## src/rtl/mult_add_pkg.sv

```systemverilog
// Constants and FSM state type shared by the 18x18+18 multiply-add stage and the limb carry normaliser.
// LIMB_CARRY_NORM_FLUSH_EN adds the FLUSH state used for end-of-frame carry emission.
package mult_add_pkg;

  localparam int LIMB_W  = 18;
  localparam int PROD_W  = 36;
  localparam int CARRY_W = 19;

`ifdef LIMB_CARRY_NORM_FLUSH_EN
  typedef enum logic [1:0] {
    IDLE  = 2'd0,
    RUN   = 2'd1,
    FLUSH = 2'd2
  } norm_state_t;
`else
  typedef enum logic [1:0] {
    IDLE = 2'd0,
    RUN  = 2'd1
  } norm_state_t;
`endif

endpackage

```

## src/rtl/limb_carry_norm_18.sv

```systemverilog
// Folds a stream of 36-bit partial products into 18-bit limbs with carry propagation, LS limb first.
// Define LIMB_CARRY_NORM_FLUSH_EN to emit the final carry as an extra limb instead of reporting it as ovf.
module limb_carry_norm_18
  import mult_add_pkg::*;
#(
  parameter int CNT_W = 8
) (
  input  logic              clk,
  input  logic              sclr,
  input  logic              in_valid,
  output logic              in_ready,
  input  logic [PROD_W-1:0] in_p,
  input  logic              in_last,
  output logic              out_valid,
  input  logic              out_ready,
  output logic [LIMB_W-1:0] out_limb,
  output logic [CNT_W-1:0]  out_idx,
  output logic              out_last,
  output logic              ovf,
  output logic [1:0]        dbg_state
);

  // Handshake: a beat transfers on a rising clk edge where valid && ready;
  // valid never waits on ready, and the producer holds its payload stable while valid && !ready.

  norm_state_t         state_q, state_d;
  logic [CARRY_W-1:0]  carry_q, carry_d;
  logic [CNT_W-1:0]    cnt_q, cnt_d;
  logic                out_valid_q, out_valid_d;
  logic [LIMB_W-1:0]   out_limb_q, out_limb_d;
  logic [CNT_W-1:0]    out_idx_q, out_idx_d;
  logic                out_last_q, out_last_d;
  logic                ovf_q, ovf_d;

  logic [PROD_W:0]     sum;
  logic                out_free;
  logic                in_ready_int;
  logic                accept;

  always_comb begin
    sum      = {1'b0, in_p} + {{(PROD_W + 1 - CARRY_W){1'b0}}, carry_q};
    out_free = !out_valid_q || out_ready;
`ifdef LIMB_CARRY_NORM_FLUSH_EN
    in_ready_int = (state_q != FLUSH) && out_free;
`else
    in_ready_int = out_free;
`endif
    accept = in_valid && in_ready_int;

    state_d     = state_q;
    carry_d     = carry_q;
    cnt_d       = cnt_q;
    out_valid_d = out_valid_q;
    out_limb_d  = out_limb_q;
    out_idx_d   = out_idx_q;
    out_last_d  = out_last_q;
    ovf_d       = ovf_q;

    if (out_valid_q && out_ready) out_valid_d = 1'b0;

    if (accept) begin
      out_valid_d = 1'b1;
      out_limb_d  = sum[LIMB_W-1:0];
      out_idx_d   = cnt_q;
      out_last_d  = 1'b0;
      ovf_d       = 1'b0;
      carry_d     = sum[PROD_W:LIMB_W];
      cnt_d       = cnt_q + CNT_W'(1);
      state_d     = RUN;
      if (in_last) begin
`ifdef LIMB_CARRY_NORM_FLUSH_EN
        state_d    = FLUSH;
`else
        out_last_d = 1'b1;
        ovf_d      = |sum[PROD_W:LIMB_W];
        carry_d    = '0;
        cnt_d      = '0;
        state_d    = IDLE;
`endif
      end
    end

`ifdef LIMB_CARRY_NORM_FLUSH_EN
    // The flush limb is the only limb with out_last set; leave FLUSH once it is taken.
    if (state_q == FLUSH) begin
      if (out_valid_q && out_last_q) begin
        if (out_ready) state_d = IDLE;
      end else if (out_free) begin
        out_valid_d = 1'b1;
        out_limb_d  = carry_q[LIMB_W-1:0];
        out_idx_d   = cnt_q;
        out_last_d  = 1'b1;
        ovf_d       = carry_q[CARRY_W-1];
        carry_d     = '0;
        cnt_d       = '0;
      end
    end
`endif
  end

  always_ff @(posedge clk) begin
    if (sclr) begin
      state_q     <= IDLE;
      carry_q     <= '0;
      cnt_q       <= '0;
      out_valid_q <= 1'b0;
      out_limb_q  <= '0;
      out_idx_q   <= '0;
      out_last_q  <= 1'b0;
      ovf_q       <= 1'b0;
    end else begin
      state_q     <= state_d;
      carry_q     <= carry_d;
      cnt_q       <= cnt_d;
      out_valid_q <= out_valid_d;
      out_limb_q  <= out_limb_d;
      out_idx_q   <= out_idx_d;
      out_last_q  <= out_last_d;
      ovf_q       <= ovf_d;
    end
  end

  assign in_ready  = in_ready_int;
  assign out_valid = out_valid_q;
  assign out_limb  = out_limb_q;
  assign out_idx   = out_idx_q;
  assign out_last  = out_last_q;
  assign ovf       = ovf_q;
  assign dbg_state = state_q;

endmodule

```

## config.mk

```make
export PLATFORM = sky130hd
export DESIGN_NAME = limb_carry_norm_18
export DESIGN_NICKNAME = d
export VERILOG_FILES = /design/src/rtl/mult_add_pkg.sv /design/src/rtl/limb_carry_norm_18.sv
export SDC_FILE = /design/constraint.sdc
export NUM_CORES = 1
export LEC_CHECK = 0
export BUFFER_PORTS_ARGS = -buffer_cell sky130_fd_sc_hd__buf_2
export CAP_MARGIN = 20
export CORE_MARGIN = 8
export CORE_UTILIZATION = 40
export CTS_CLUSTER_SIZE = 25
export DETAILED_ROUTE_END_ITERATION = 10
export GPL_ROUTABILITY_DRIVEN = 0
export HOLD_SLACK_MARGIN = 0.12
export PLACE_DENSITY = 0.66
export SYNTH_ARGS = -nofsm -noshare
export SYNTH_HDL_FRONTEND = slang
export SYNTH_SLANG_ARGS = --single-unit
```

## constraint.sdc

```tcl
create_clock -name clk -period 7 [get_ports clk]
set_input_delay 0.35 -clock clk [delete_from_list [all_inputs] [get_ports clk]]
set_output_delay 0.35 -clock clk [all_outputs]
set_load 0.05 [all_outputs]
```

==> summary.md, run 1 <==
The logs give 4711 µm for the met1 wire length and 209 for the first-iteration detailed-routing DRC count. Port buffering added 71 buffers. Global routing used 15.76% of the available tracks. The peak fanout along the critical path is 10, and the worst supply voltage drop on vdd is 0.07357 mV. The clock power share is 34.1%, and the count of mapped cells out of synthesis is 457. The core region is 8763 µm².

The clock passes through at most 2 buffers. The placement-stage worst setup slack is 3.952 ns, and the final number of max-transition violations is 0. The vertical die dimension is 111.3 µm.

Counting cells, the worst reg-to-reg path comes to 11. Summing all placed instances gives a cell area of 4041 µm². 0 antenna diodes ended up in the layout.

After detailed routing, the met3 layer carries 554 µm of wire. Clock latency on the worst-skew pair, taken at its later pin, is 0.34 ns. The internal power of the cells totals 533.7 µW.

The tools report the wire length on met2 as 4386 µm. Entering global routing, the biggest net connects 59 pins. For this run the aggregate overflow at the end of global routing stands at 0. The topmost layer with routed signal wires is met4.

Once the floorplan was initialized, standard cells occupied 41.42% of the core. The total leakage power came out at 0.001832 µW. For this run, the number of Yosys warnings is 0. For this run, the post-layout net count is 579. Critical path launch point type: a flip-flop.

In this run, distinct cell masters in the synthesized netlist total 67. The number of global-route vias before repair was 3,396; the arrival time at the worst endpoint was 3.20 ns. The share of synthesized area occupied by flip-flops and latches was 31.44%.

Dividing the detail-routed wire length by the instance count gives 15.62 µm. Gates resized during post-CTS repair numbered 0. Clock-pin slew was measured on the worst setup and hold paths at 0.07 ns. After layout, the worst path uses 42.80% of the clock period. The power density normalized to cell area was 189.6 nW/µm².

Fraction of power consumed by sequential logic: 43.5%. The run finished with clean final reports. Between clock sinks in the finished design, the worst skew comes to 0.008822 ns. Counting flops with an async set or reset pin after synthesis yields a share of 0%. The H-tree was split into 3 levels. The worst setup path is of the reg -> reg kind.

In this run, synthesis inferred 0 flip-flops with an integrated enable. The tools report the final total negative setup slack as 0 ns. Summing all multi-input logic gate instances after layout gives 2346 µm². The die covers 12,380 µm². The area added between synthesis and finish came out at 16.10%. The run gives 3630 µm² as the mapped cell area. The first global-routing pass estimated 16,500 µm of wire.

The run gives 0 as the total DRC errors in the routed layout. The run gives 3,486 as the via count. CTS saw 57 sinks.

During I/O placement, the number of pins put on the boundary was 73. In this run the clock root is driven by a sky130_fd_sc_hd__clkbuf_8. After detailed routing, the total wire length is 9838 µm. Floorplan die width: 111.3 µm. The worst slew margin relative to its limit was 28.90%. The antenna violation net count after detailed routing was 0; the site row count was 34.

The run gives 0 as the initial antenna violation count. After legalization and detailed placement, the total HPWL measured 7450 µm. For the number of max-cap violations, the log shows 0.

After detailed routing, the number of vias per cell comes to 5.533. The run gives 9 as the total clock buffers created by CTS. Cells fill 48.09% of the core in the end. Setup violations remaining at the end of the flow were counted as 0. The post-CTS setup buffer count was 0; the final critical delay including setup and external delays was 2.996 ns. The number of nets in the synthesized netlist is 519.

At the pin with the least slew margin, the transition time is 1.067 ns. Dividing the synthesized area by the synthesized cell count gives 7.943 µm². Fill cells in the final layout number 873.

Across all setup checks in the final design, the least slack found is 4.004 ns. In the synthesized netlist the dominant register cell turns out to be sky130_fd_sc_hd__dfxtp_1. The net switching share of the total power is 33.20%. After routing the design area is 4214 µm². Counting instances, the worst hold path has a depth of 3.

TritonCTS built the clock tree. The run gives 0 as the number of hold buffers added after cts. The worst setup path is captured at a flip-flop.

The maximum frequency from static timing analysis is 333.8 MHz. For this run, the detailed router's first-pass iteration total came to 5. The path type of the worst min-delay path was in -> reg.

After synthesis the netlist holds a flip-flop and latch count of 57. The run gives 1141 µm² as the footprint of the flip-flops and latches. For the final-report hold violation count, the log shows 0. The run gives 7.21 ns as the required time of the critical path.

The share of total power dissipated in combinational logic is 22.4%. Of the cells placed in the final design, the portion with a size suffix greater than 1 is 20.69%. For this design the total switching power over the nets is 265.3 µW. Setup repair after global routing left no endpoint under its margin.
## flip-flops by register name, indices dropped and copies added, names as in the netlist
name	cells
out_valid	1
carry_q	19
out_last	1
out_idx	8
dbg_state	1
ovf	1
cnt_q	8
out_limb	18
## synthesized netlist by cell type (all sizes together) (2+ instances only)
cell,number,share of area [%]
a211oi,3,0.62
a21o,7,1.4
a21oi,51,7.0
a22oi,15,3.1
a2bb2oi,2,0.48
a31o,2,0.48
a31oi,7,1.8
and2,8,1.4
and3,13,2.3
and4,4,1.0
buf,4,0.62
clkbuf,21,2.2
dfxtp,57,31
ha,20,6.9
inv,11,1.1
nand2,67,7.0
nand2b,6,1.1
nand3,9,1.4
nand3b,3,0.62
nand4,9,1.6
nor2,41,4.2
nor2b,3,0.52
nor3,6,0.97
o2111ai,4,1.1
o211ai,5,1.2
o21a,2,0.41
o21ai,15,2.2
o2bb2ai,2,0.48
o31a,2,0.52
o31ai,3,0.62
or2,2,0.34
or3,2,0.34
xnor2,20,4.8
xor2,14,3.4
## power groups by stage
| stage | combinational, µW | sequential, µW | clock (µW) |
|---|---|---|---|
| global route | 196 | 349 | 298 |
| detailed placement | 179 | 355 | 0 |
| finish | 179 | 347 | 273 |
| floorplan | 95.8 | 388 | 0 |
| CTS | 180 | 348 | 280 |
| global placement | 177 | 354 | 0 |
## path summary, 6_finish.rpt
path                startpoint  slack (ns)      endpoint
setup reg to reg    carry_q[0]        4.00           ovf
hold reg to reg   out_limb[12]        0.45  out_limb[12]
setup / recovery    carry_q[0]        4.00           ovf
hold / removal        in_valid        0.27     out_valid
## layout by cell type, fill, tap and decap left out, types with 4 or more instances in the layout
cell / instances
sky130_fd_sc_hd__nor3_1: 5
sky130_fd_sc_hd__a31oi_1: 5
sky130_fd_sc_hd__buf_2: 71
sky130_fd_sc_hd__xnor2_1: 20
sky130_fd_sc_hd__and3_1: 11
sky130_fd_sc_hd__nand4_1: 9
sky130_fd_sc_hd__dfxtp_1: 57
sky130_fd_sc_hd__xor2_1: 14
sky130_fd_sc_hd__a21o_1: 7
sky130_fd_sc_hd__inv_1: 11
sky130_fd_sc_hd__o21ai_0: 11
sky130_fd_sc_hd__a22oi_1: 15
sky130_fd_sc_hd__o211ai_1: 4
sky130_fd_sc_hd__ha_1: 20
sky130_fd_sc_hd__a21oi_1: 51
sky130_fd_sc_hd__nor2_1: 41
sky130_fd_sc_hd__nand2_1: 66
sky130_fd_sc_hd__nand3_1: 8
sky130_fd_sc_hd__and2_1: 7
sky130_fd_sc_hd__nand2b_1: 5
sky130_fd_sc_hd__clkbuf_8: 10
## routing by layer
metal / up-vias / global-route usage, %
li1: 1761 / -
met1: 1591 / 20.99
met2: 118 / 23.79
met3: 16 / 3.517
met4: 0 / 6.578
met5: - / 0
## kinds of logic (layout without fill, tap and decap cells)
logic type	Yosys count	count (layout)	synth area share, %
adder cells (fa/ha/maj)	21	21	7.446
AO/OA/AOI/OAI	132	132	25.34
buffers and inverters	36	101	3.930
multiplexers	1	1	0.2758
flip-flops	57	57	31.44
AND/OR/NAND/NOR	175	175	23.27
other	1	1	0.1033
XOR/XNOR	34	34	8.204
## worst max-delay path, cell delays in order (launching register included)
cell and delay [ns]:
sky130_fd_sc_hd__dfxtp_1 0.34, sky130_fd_sc_hd__ha_1 0.19, sky130_fd_sc_hd__inv_1 0.06, sky130_fd_sc_hd__fa_1 0.37
sky130_fd_sc_hd__nand2b_1 0.19, sky130_fd_sc_hd__a21oi_1 0.29, sky130_fd_sc_hd__o211ai_2 0.21, sky130_fd_sc_hd__a31oi_4 0.37
sky130_fd_sc_hd__and2_4 0.23, sky130_fd_sc_hd__o2111ai_2 0.10, sky130_fd_sc_hd__a2111oi_2 0.39, sky130_fd_sc_hd__a31oi_1 0.12
## final cells by class
cell class                 count  area share (%)
inverter                      11          0.9798
sequential                    57           27.08
clock inverter                 5          0.7423
clock buffer                  11           3.355
tap                          108           3.207
multi-input combinational    364           55.67
timing repair buffer          74           8.967
## per-stage QoR
step / total power (µW) / hold slack (ns) / cells
after global placement: 531.6 / 0.4364 / 614
after floorplan: 483.4 / 0.4356 / 457
final: 799.1 / 0.2725 / 630
after global routing: 843.6 / 0.2657 / 630
after CTS: 807.4 / 0.2566 / 630
after detailed placement: 534.0 / 0.4430 / 614
Note: power is estimated with default switching activity, not from simulation.
==> run 2: changes to the inputs <==
--- a/config.mk
+++ b/config.mk
@@ -5,6 +5,7 @@
 export SDC_FILE = /design/constraint.sdc
 export NUM_CORES = 1
 export LEC_CHECK = 0
+export ABC_AREA = 1
 export BUFFER_PORTS_ARGS = -buffer_cell sky130_fd_sc_hd__buf_2
 export CAP_MARGIN = 20
 export CORE_MARGIN = 8
@@ -13,7 +14,7 @@
 export DETAILED_ROUTE_END_ITERATION = 10
 export GPL_ROUTABILITY_DRIVEN = 0
 export HOLD_SLACK_MARGIN = 0.12
-export PLACE_DENSITY = 0.66
+export PLACE_DENSITY = 0.65
 export SYNTH_ARGS = -nofsm -noshare
 export SYNTH_HDL_FRONTEND = slang
 export SYNTH_SLANG_ARGS = --single-unit
==> constraint.sdc (replaced) <==
create_clock -name clk -period 2.9 [get_ports clk]
set_input_delay 0.145 -clock clk [delete_from_list [all_inputs] [get_ports clk]]
set_output_delay 0.145 -clock clk [all_outputs]
set_load 0.05 [all_outputs]
==> run 2 against run 1 <==
Compared with the run above:
- count of clock-buffer cells in the layout shrank 1
- fmax is 23% higher
- synthesized cell count increased by 65%
- critical path type unchanged
- critical endpoint unchanged
==> summary.md, run 2 <==
The run finished with clean final reports. The buffer cell driving the clock tree root is sky130_fd_sc_hd__clkbuf_8. Initial antenna violation count: 0. Setup violations remaining at the end of the flow were counted as 0.

The tools report the total track usage as 18.34%. The number of hold buffers added after cts was 2. Most frequent cell after synthesis: sky130_fd_sc_hd__nand2_1. Ranked by total cell area, the synthesized netlist is headed by sky130_fd_sc_hd__dfxtp_1 (26%), sky130_fd_sc_hd__nand2_1 (22%), sky130_fd_sc_hd__inv_1 (12%). The peak fanout along the critical path came out at 4. For this run, design rule violations remaining after detail routing come to 0.

The floorplan die width came out at 120.2 µm. The top cell types in the final layout, fill and taps aside, are sky130_fd_sc_hd__nand2_1 (253), sky130_fd_sc_hd__inv_1 (133), sky130_fd_sc_hd__nor2_1 (87), sky130_fd_sc_hd__buf_2 (71), sky130_fd_sc_hd__dfxtp_1 (57). The count of buffers added on input and output ports is 71. The worst pin sits at a relative slew slack of 66.05%. For this configuration, the core starts out at a cell density of 40.56%. Worst supply voltage drop on vdd: 0.2331 mV. The run gives 0.46 ns as the worst reg-to-reg setup slack. Summed over all nets, the half-perimeter wirelength after detailed placement is 10,600 µm. Setup repair after global routing left no endpoint under its margin. The average cell area after synthesis came out at 5.762 µm².

The area added between synthesis and finish came out at 16.38%. The share of synthesized area in the top cell type comes to 26.30%. The H-tree generated during clock tree synthesis spans 3 levels. The maximum frequency from static timing analysis came out at 409.8 MHz.

The aggregate routed wire length was 12,910 µm; the sum of overflow across all layers after global routing was 0. The commonest cells after synthesis are sky130_fd_sc_hd__nand2_1 (253), sky130_fd_sc_hd__inv_1 (133), sky130_fd_sc_hd__nor2_1 (87). The first global-routing pass estimated 21,170 µm of wire. The floorplan has 38 rows. Data on the critical path is required at its endpoint by 3.13 ns.

For the footprint of the flip-flops and latches, the log shows 1141 µm². The core region is 10,700 µm². Path type of the worst min-delay path: in -> reg. In the final design database the tool counted 888 nets. The tools report the post-CTS setup buffer count as 0.

The repair_antennas step left the layout with diodes totalling 0. Leaving out filler cells and counting taps, the final layout contains 971. The prevailing post-synth register cell was sky130_fd_sc_hd__dfxtp_1. The worst register-to-register path ends at ovf. The layout cell share with drive strength beyond 1 came out at 13.48%. Summing every instance area after synthesis gives 4339 µm². Critical path launch point type: a flip-flop. Entering global routing, the biggest net connects 35 pins. The biggest area contributor in the post-synthesis netlist is sky130_fd_sc_hd__dfxtp_1. The clock net sink count came out at 57. The first TritonRoute pass finished after 4 iterations. After Yosys synthesis, XOR and XNOR cells account for 3.633% of the synthesized area.

The floorplan step defined a die boundary enclosing 14,440 µm². The register containing the most flip-flops in the final layout was carry_q. Leaving out fill and tap cells, the most frequent cell in the layout is sky130_fd_sc_hd__nand2_1. The post-CTS clock slew at the launch and capture registers of the worst setup and hold paths is 0.07 ns. The run gives 4,275 as the number of global-route vias before repair. The flop and latch count out of synthesis was 57. The largest family of logic cells by synthesized area was simple AND/OR/NAND/NOR gates. Summing all multi-input logic gate instances after layout gives 2624 µm². The register with the most flip-flops in the layout has 19 of them. STA puts the critical path data arrival time at 2.67 ns.

TritonCTS built the clock tree. The run gives 26.30% as the share of synthesized area occupied by flip-flops and latches. After technology mapping, the gate count stands at 753. Yosys mapped a number of flops with a built-in enable equal to 0. The detailed router finished its first iteration with 339 violations. The tools report the maximum clock skew at final layout as 0.01287 ns. The smallest clock period supported by the final layout is computed as 2.440 ns. The share of cell area taken by muxes after synthesis works out to 0%. The count of nets left with antenna violations once routing finished came out at 0. The kind of critical path was reg -> reg.

Clock tree synthesis inserted a total of 9 buffers. The final number of max-transition violations was 0; the power density normalized to cell area was 418.8 nW/µm². In the synthesized netlist the async set-or-reset flop fraction comes to 0%. The worst setup path is captured at a flip-flop. The detailed router placed 4,595 vias in this run. The logs give 2 for the maximum buffer depth of the clock tree and 953 for the cell count after placement. In this run, post-CTS repair resized a total of 0 instances. For the pin with the worst max-slew slack, the measured transition is 0.5080 ns. The tools report the number of fill cells as 1,220.

Summing the areas of all fa, ha and maj instances in the mapped netlist gives 6.228% of the synthesized area. The insertion delay of the later-clocked pin in the worst-skew pair was 0.35 ns; the post-route clock period utilization was 84.15%. The number of I/O pins is 73. The origin of the worst setup path is carry_q[0]. Hold is met by 0.1697 ns. The tools report the count of distinct cell types in the synthesized netlist as 33. The number of max-cap violations is 0. In the routed layout, each cell is associated on average with a via count of 4.732. The tools report the startpoint of the worst register-to-register path as carry_q[0].

The final total negative setup slack is 0 ns. The depth of the most critical reg-to-reg path works out to 16. The synthesized netlist net count is 815, and the synthesized-area fraction occupied by and/or/nand/nor cells is 40.40%. The routed wirelength normalized by instance count was 13.29 µm; the count of synthesis-stage warnings from yosys was 0. The vertical die dimension was 120.2 µm. The final-report hold violation count was 0.

The total leakage power is 0.002837 µW. The compound-gate portion of the synthesized area is 10.12%. Timing endpoint of the critical path: ovf.
## run 2: changes by cell type after synthesis, sizes merged, moves of 7 or more
cell,delta
xnor2,-14
and2,-7
and3,-13
nand2,+188
a21oi,-10
nand3,+42
o21ai,+10
a22oi,-14
inv,+124
a21o,-7
nor2,+57
## run 2: worst min path at each step
stage             start  slack (ns)          end  depth (start not counted)
2_1_floorplan  in_p[22]        0.35   carry_q[4]                          3
3_3_place_gp    in_last        0.45     out_last                          3
3_5_place_dp    in_last        0.45     out_last                          3
4_1_cts        in_p[35]        0.15  carry_q[17]                          5
5_1_grt         in_p[0]        0.19  out_limb[0]                          4
6_report       in_p[35]        0.17  carry_q[17]                          5
## run 2: cell type report
type	count	area share, %
clock buffer	10	2.527
clock inverter	6	1.165
inverter	136	10.11
multi-input combinational	544	51.96
sequential	57	22.60
tap	140	3.469
timing repair buffer	78	8.176
## run 2: kinds of logic after synthesis
family	Yosys count
adder cells (fa/ha/maj)	21
flip-flops	57
AO/OA/AOI/OAI	80
buffers and inverters	152
AND/OR/NAND/NOR	424
XOR/XNOR	18
other	1
## run 2: worst max-delay path, cell delays in order (launching register included)
cell	delay (ns)
sky130_fd_sc_hd__dfxtp_1	0.33
sky130_fd_sc_hd__ha_1	0.18
sky130_fd_sc_hd__inv_1	0.06
sky130_fd_sc_hd__fa_1	0.40
sky130_fd_sc_hd__inv_1	0.14
sky130_fd_sc_hd__nand2_1	0.06
sky130_fd_sc_hd__nand2_1	0.11
sky130_fd_sc_hd__and2_1	0.19
sky130_fd_sc_hd__nand2_1	0.10
sky130_fd_sc_hd__nand4_1	0.10
sky130_fd_sc_hd__nand2_1	0.09
sky130_fd_sc_hd__nor2_1	0.16
sky130_fd_sc_hd__nand2_1	0.07
sky130_fd_sc_hd__nor2_1	0.09
sky130_fd_sc_hd__nand4_1	0.10
sky130_fd_sc_hd__nand2_1	0.09
sky130_fd_sc_hd__a21oi_2	0.05
## run 2: routing by layer
metal	global-route usage (%)	routed length, µm
met1	23.68	6052
met3	6.341	1076
met4	6.479	266
met5	0	0
met2	27.77	5514
## run 2: power by group
| group | leakage [µW] | switching, µW | internal, µW | total (µW) |
|---|---|---|---|---|
| sequential | 0.000468 | 19.7 | 826 | 846 |
| combinational | 0.00227 | 385 | 152 | 537 |
| clock | 0.0000998 | 340 | 392 | 731 |
| total | 0.00284 | 744 | 1370 | 2110 |
## run 2: metrics by stage
step	instance area (µm²)	utilization, %	setup WS, ns	power (µW)
2_1_floorplan	4339	-	0.7639	1241
3_3_place_gp	4843	45.27	0.5151	1398
3_5_place_dp	4843	45.27	0.4993	1400
4_1_cts	5050	47.20	0.4776	2136
5_1_grt	5050	47.20	0.2370	2247
6_report	5050	47.20	0.4596	2115
==> run 3: changes to the inputs <==
==> constraint.sdc (replaced) <==
create_clock -name clk -period 2.5 [get_ports clk]
set_input_delay 0.125 -clock clk [delete_from_list [all_inputs] [get_ports clk]]
set_output_delay 0.125 -clock clk [all_outputs]
set_load 0.05 [all_outputs]
==> run 3 against run 2 <==
Compared with the run above:
- fmax grew 5.8%
- setup slack lost 0.27 ns
- combinational power grew 18%
- die area is the same
- clock skew shrank 0.0019 ns
- final cell count grew 0.21%
- utilization grew 0.70 points
- hold slack gained 0.0075 ns
- wire length grew 0.49%
- via count grew 0.83%
- critical endpoint unchanged
- largest power group unchanged
==> summary.md, run 3 (synthesis results as in run 2) <==
The run finished with clean final reports. Placeable core region: 10,700 µm². The floorplan step defined a die boundary enclosing 14,440 µm².

The logs give 5 for the first-pass detailed-route iteration total and 4,366 for the number of global-route vias before repair. The longest clock path from root to sink contains 2 buffers. TritonCTS built the clock tree. Global routing consumed, over all layers together, 18.04% of the routing resources. Site row count: 38.

The initial antenna violation count was 0; the area added between synthesis and finish was 18.11%. After layout, the worst path uses 92.29% of the clock period. The sum of overflow across all layers after global routing came out at 0.

The clock tree synthesis step divided the H-tree into 3 levels. Summing all non-filler instances in the final layout gives an area of 5125 µm². Vertical die dimension: 120.2 µm. Across all layers, the routed design uses 4,633 vias. The required time of the critical path was 2.72 ns; the antenna violation net count after detailed routing was 0. The logs give 40.56% for the starting density of the core and 0.01099 ns for the maximum clock skew at final layout. Clock latency on the worst-skew pair, taken at its later pin, is 0.34 ns.

The path type of the worst min-delay path was in -> reg. Buffer cell driving the clock tree root: sky130_fd_sc_hd__clkbuf_8. Setup repair after global routing left no endpoint under its margin. The worst setup path is captured at a flip-flop. Counting I/O delays and the setup requirement, the final critical path takes 2.307 ns. Leaving out fill and tap cells, the most frequent cell in the layout is sky130_fd_sc_hd__nand2_1. 0 antenna diodes ended up in the layout. Clock-pin slew was measured on the worst setup and hold paths at 0.07 ns.

The die is 120.2 µm wide. For the total power, the log shows 2584 µW. The kind of critical path is reg -> reg. Half-perimeter wire length after detailed placement: 10,630 µm. After detailed routing, the number of remaining DRC violations is 0. Data on the critical path arrives at its endpoint at 2.52 ns. The final layout contains 890 nets. The worst supply voltage drop on vdd is 0.2732 mV, and the flip-flop count of the largest register, all copies and words added is 19. The peak fanout along the critical path was 4; the wire length of the first global-routing pass was 20,930 µm.

The post-CTS setup buffer count is 0, and the aggregate routed wire length is 12,970 µm. After the first detailed-routing iteration, the DRC count stood at 282. The total clock buffers created by CTS is 9. After detailed routing, the number of vias per cell comes to 4.762. After routing, the total negative slack on setup checks comes to 0 ns. In the final routed layout, each cell accounts on average for 13.33 µm. In this run the power density over the cells is 504.1 nW/µm².

Across the run, the number of max-cap violations was 0. Ranked by flip-flop count, first place goes to carry_q. Counting every sink on the clock net gives 57. Cells with a size suffix above 1 make up 14.41% of the layout.

Based on the critical path, the design can be clocked at up to 433.4 MHz. Pin count of the biggest net entering global routing: 35. Leaving out fill and tap cells, the most frequent cells in the layout are sky130_fd_sc_hd__nand2_1 (252), sky130_fd_sc_hd__inv_1 (132), sky130_fd_sc_hd__nor2_1 (86), sky130_fd_sc_hd__buf_2 (71), sky130_fd_sc_hd__dfxtp_1 (57). The worst setup path is launched from a flip-flop. The run gives 0 as the final number of max-transition violations. 73 I/O pins were placed.

Port buffering added 71 buffers. Summed over all cells, the static leakage comes to 0.002864 µW. The total placed instance area was 4871 µm²; the final-report hold violation count was 0.

The tools report the count of endpoints failing setup in the final report as 0.
==> run 3: final cells by class <==
class | instances | area [µm²]
Clock buffer | 11 | 141.4
Clock inverter | 5 | 78.83
Fill cell | 1233 | 5573
Inverter | 136 | 510.5
Multi-Input combinational cell | 544 | 2638
Sequential cell | 57 | 1141
Tap cell | 140 | 175.2
Timing Repair Buffer | 80 | 440.4
==> run 3: worst max-delay path: stages, from the launching register on <==
cell	delay [ns]
sky130_fd_sc_hd__dfxtp_1	0.31
sky130_fd_sc_hd__ha_1	0.36
sky130_fd_sc_hd__nand2_1	0.14
sky130_fd_sc_hd__nor2_1	0.26
sky130_fd_sc_hd__nand2_1	0.09
sky130_fd_sc_hd__nor2_1	0.10
sky130_fd_sc_hd__nand2_1	0.10
sky130_fd_sc_hd__nand3_2	0.13
sky130_fd_sc_hd__nand3_1	0.10
sky130_fd_sc_hd__nand2_1	0.10
sky130_fd_sc_hd__nand2_1	0.05
sky130_fd_sc_hd__nor2_1	0.18
sky130_fd_sc_hd__nand4_1	0.12
sky130_fd_sc_hd__nand2_1	0.08
sky130_fd_sc_hd__a21oi_2	0.05
==> run 3: power by group <==
| group | switching, µW | internal (µW) |
|---|---|---|
| combinational | 448 | 183 |
| clock | 384 | 587 |
| sequential | 22.6 | 959 |
| total | 855 | 1730 |
==> run 3: stage by stage <==
stage / instances / utilization, % / worst slack, ns / hold WS, ns
5_1_grt: 973 / 47.91 / 0.0006466 / 0.1897
3_5_place_dp: 955 / 45.53 / 0.1367 / 0.4541
6_report: 973 / 47.91 / 0.1928 / 0.1772
2_1_floorplan: 753 / - / 0.3639 / 0.3323
3_3_place_gp: 955 / 45.53 / 0.1411 / 0.4337
4_1_cts: 973 / 47.78 / 0.1100 / 0.1653
==> run 3: metal layers <==
| metal | track usage [%] | share of wire [%] | vias up |
|---|---|---|---|
| met5 | 0 | 0 | - |
| met4 | 7.260 | 2.1 | 0 |
| met3 | 4.086 | 6.1 | 16 |
| met2 | 28.36 | 43 | 124 |
| met1 | 23.41 | 49 | 2026 |
| li1 | - | - | 2467 |
==> run 3: path summary, 6_finish.rpt <==
kind	to	start	depth (start not counted)	slack, ns
max	ovf	carry_q[11]	14	0.19
min	carry_q[15]	in_p[33]	4	0.18
max reg2reg	ovf	carry_q[11]	14	0.19
min reg2reg	out_idx[0]	out_idx[0]	2	0.47
==> run 3: repair_timing <==
item	4_1_cts	5_1_grt
endpoints found under the setup margin	0	1
endpoints found under the hold margin	2	0
hold buffers	2	0
resized for setup	0	7
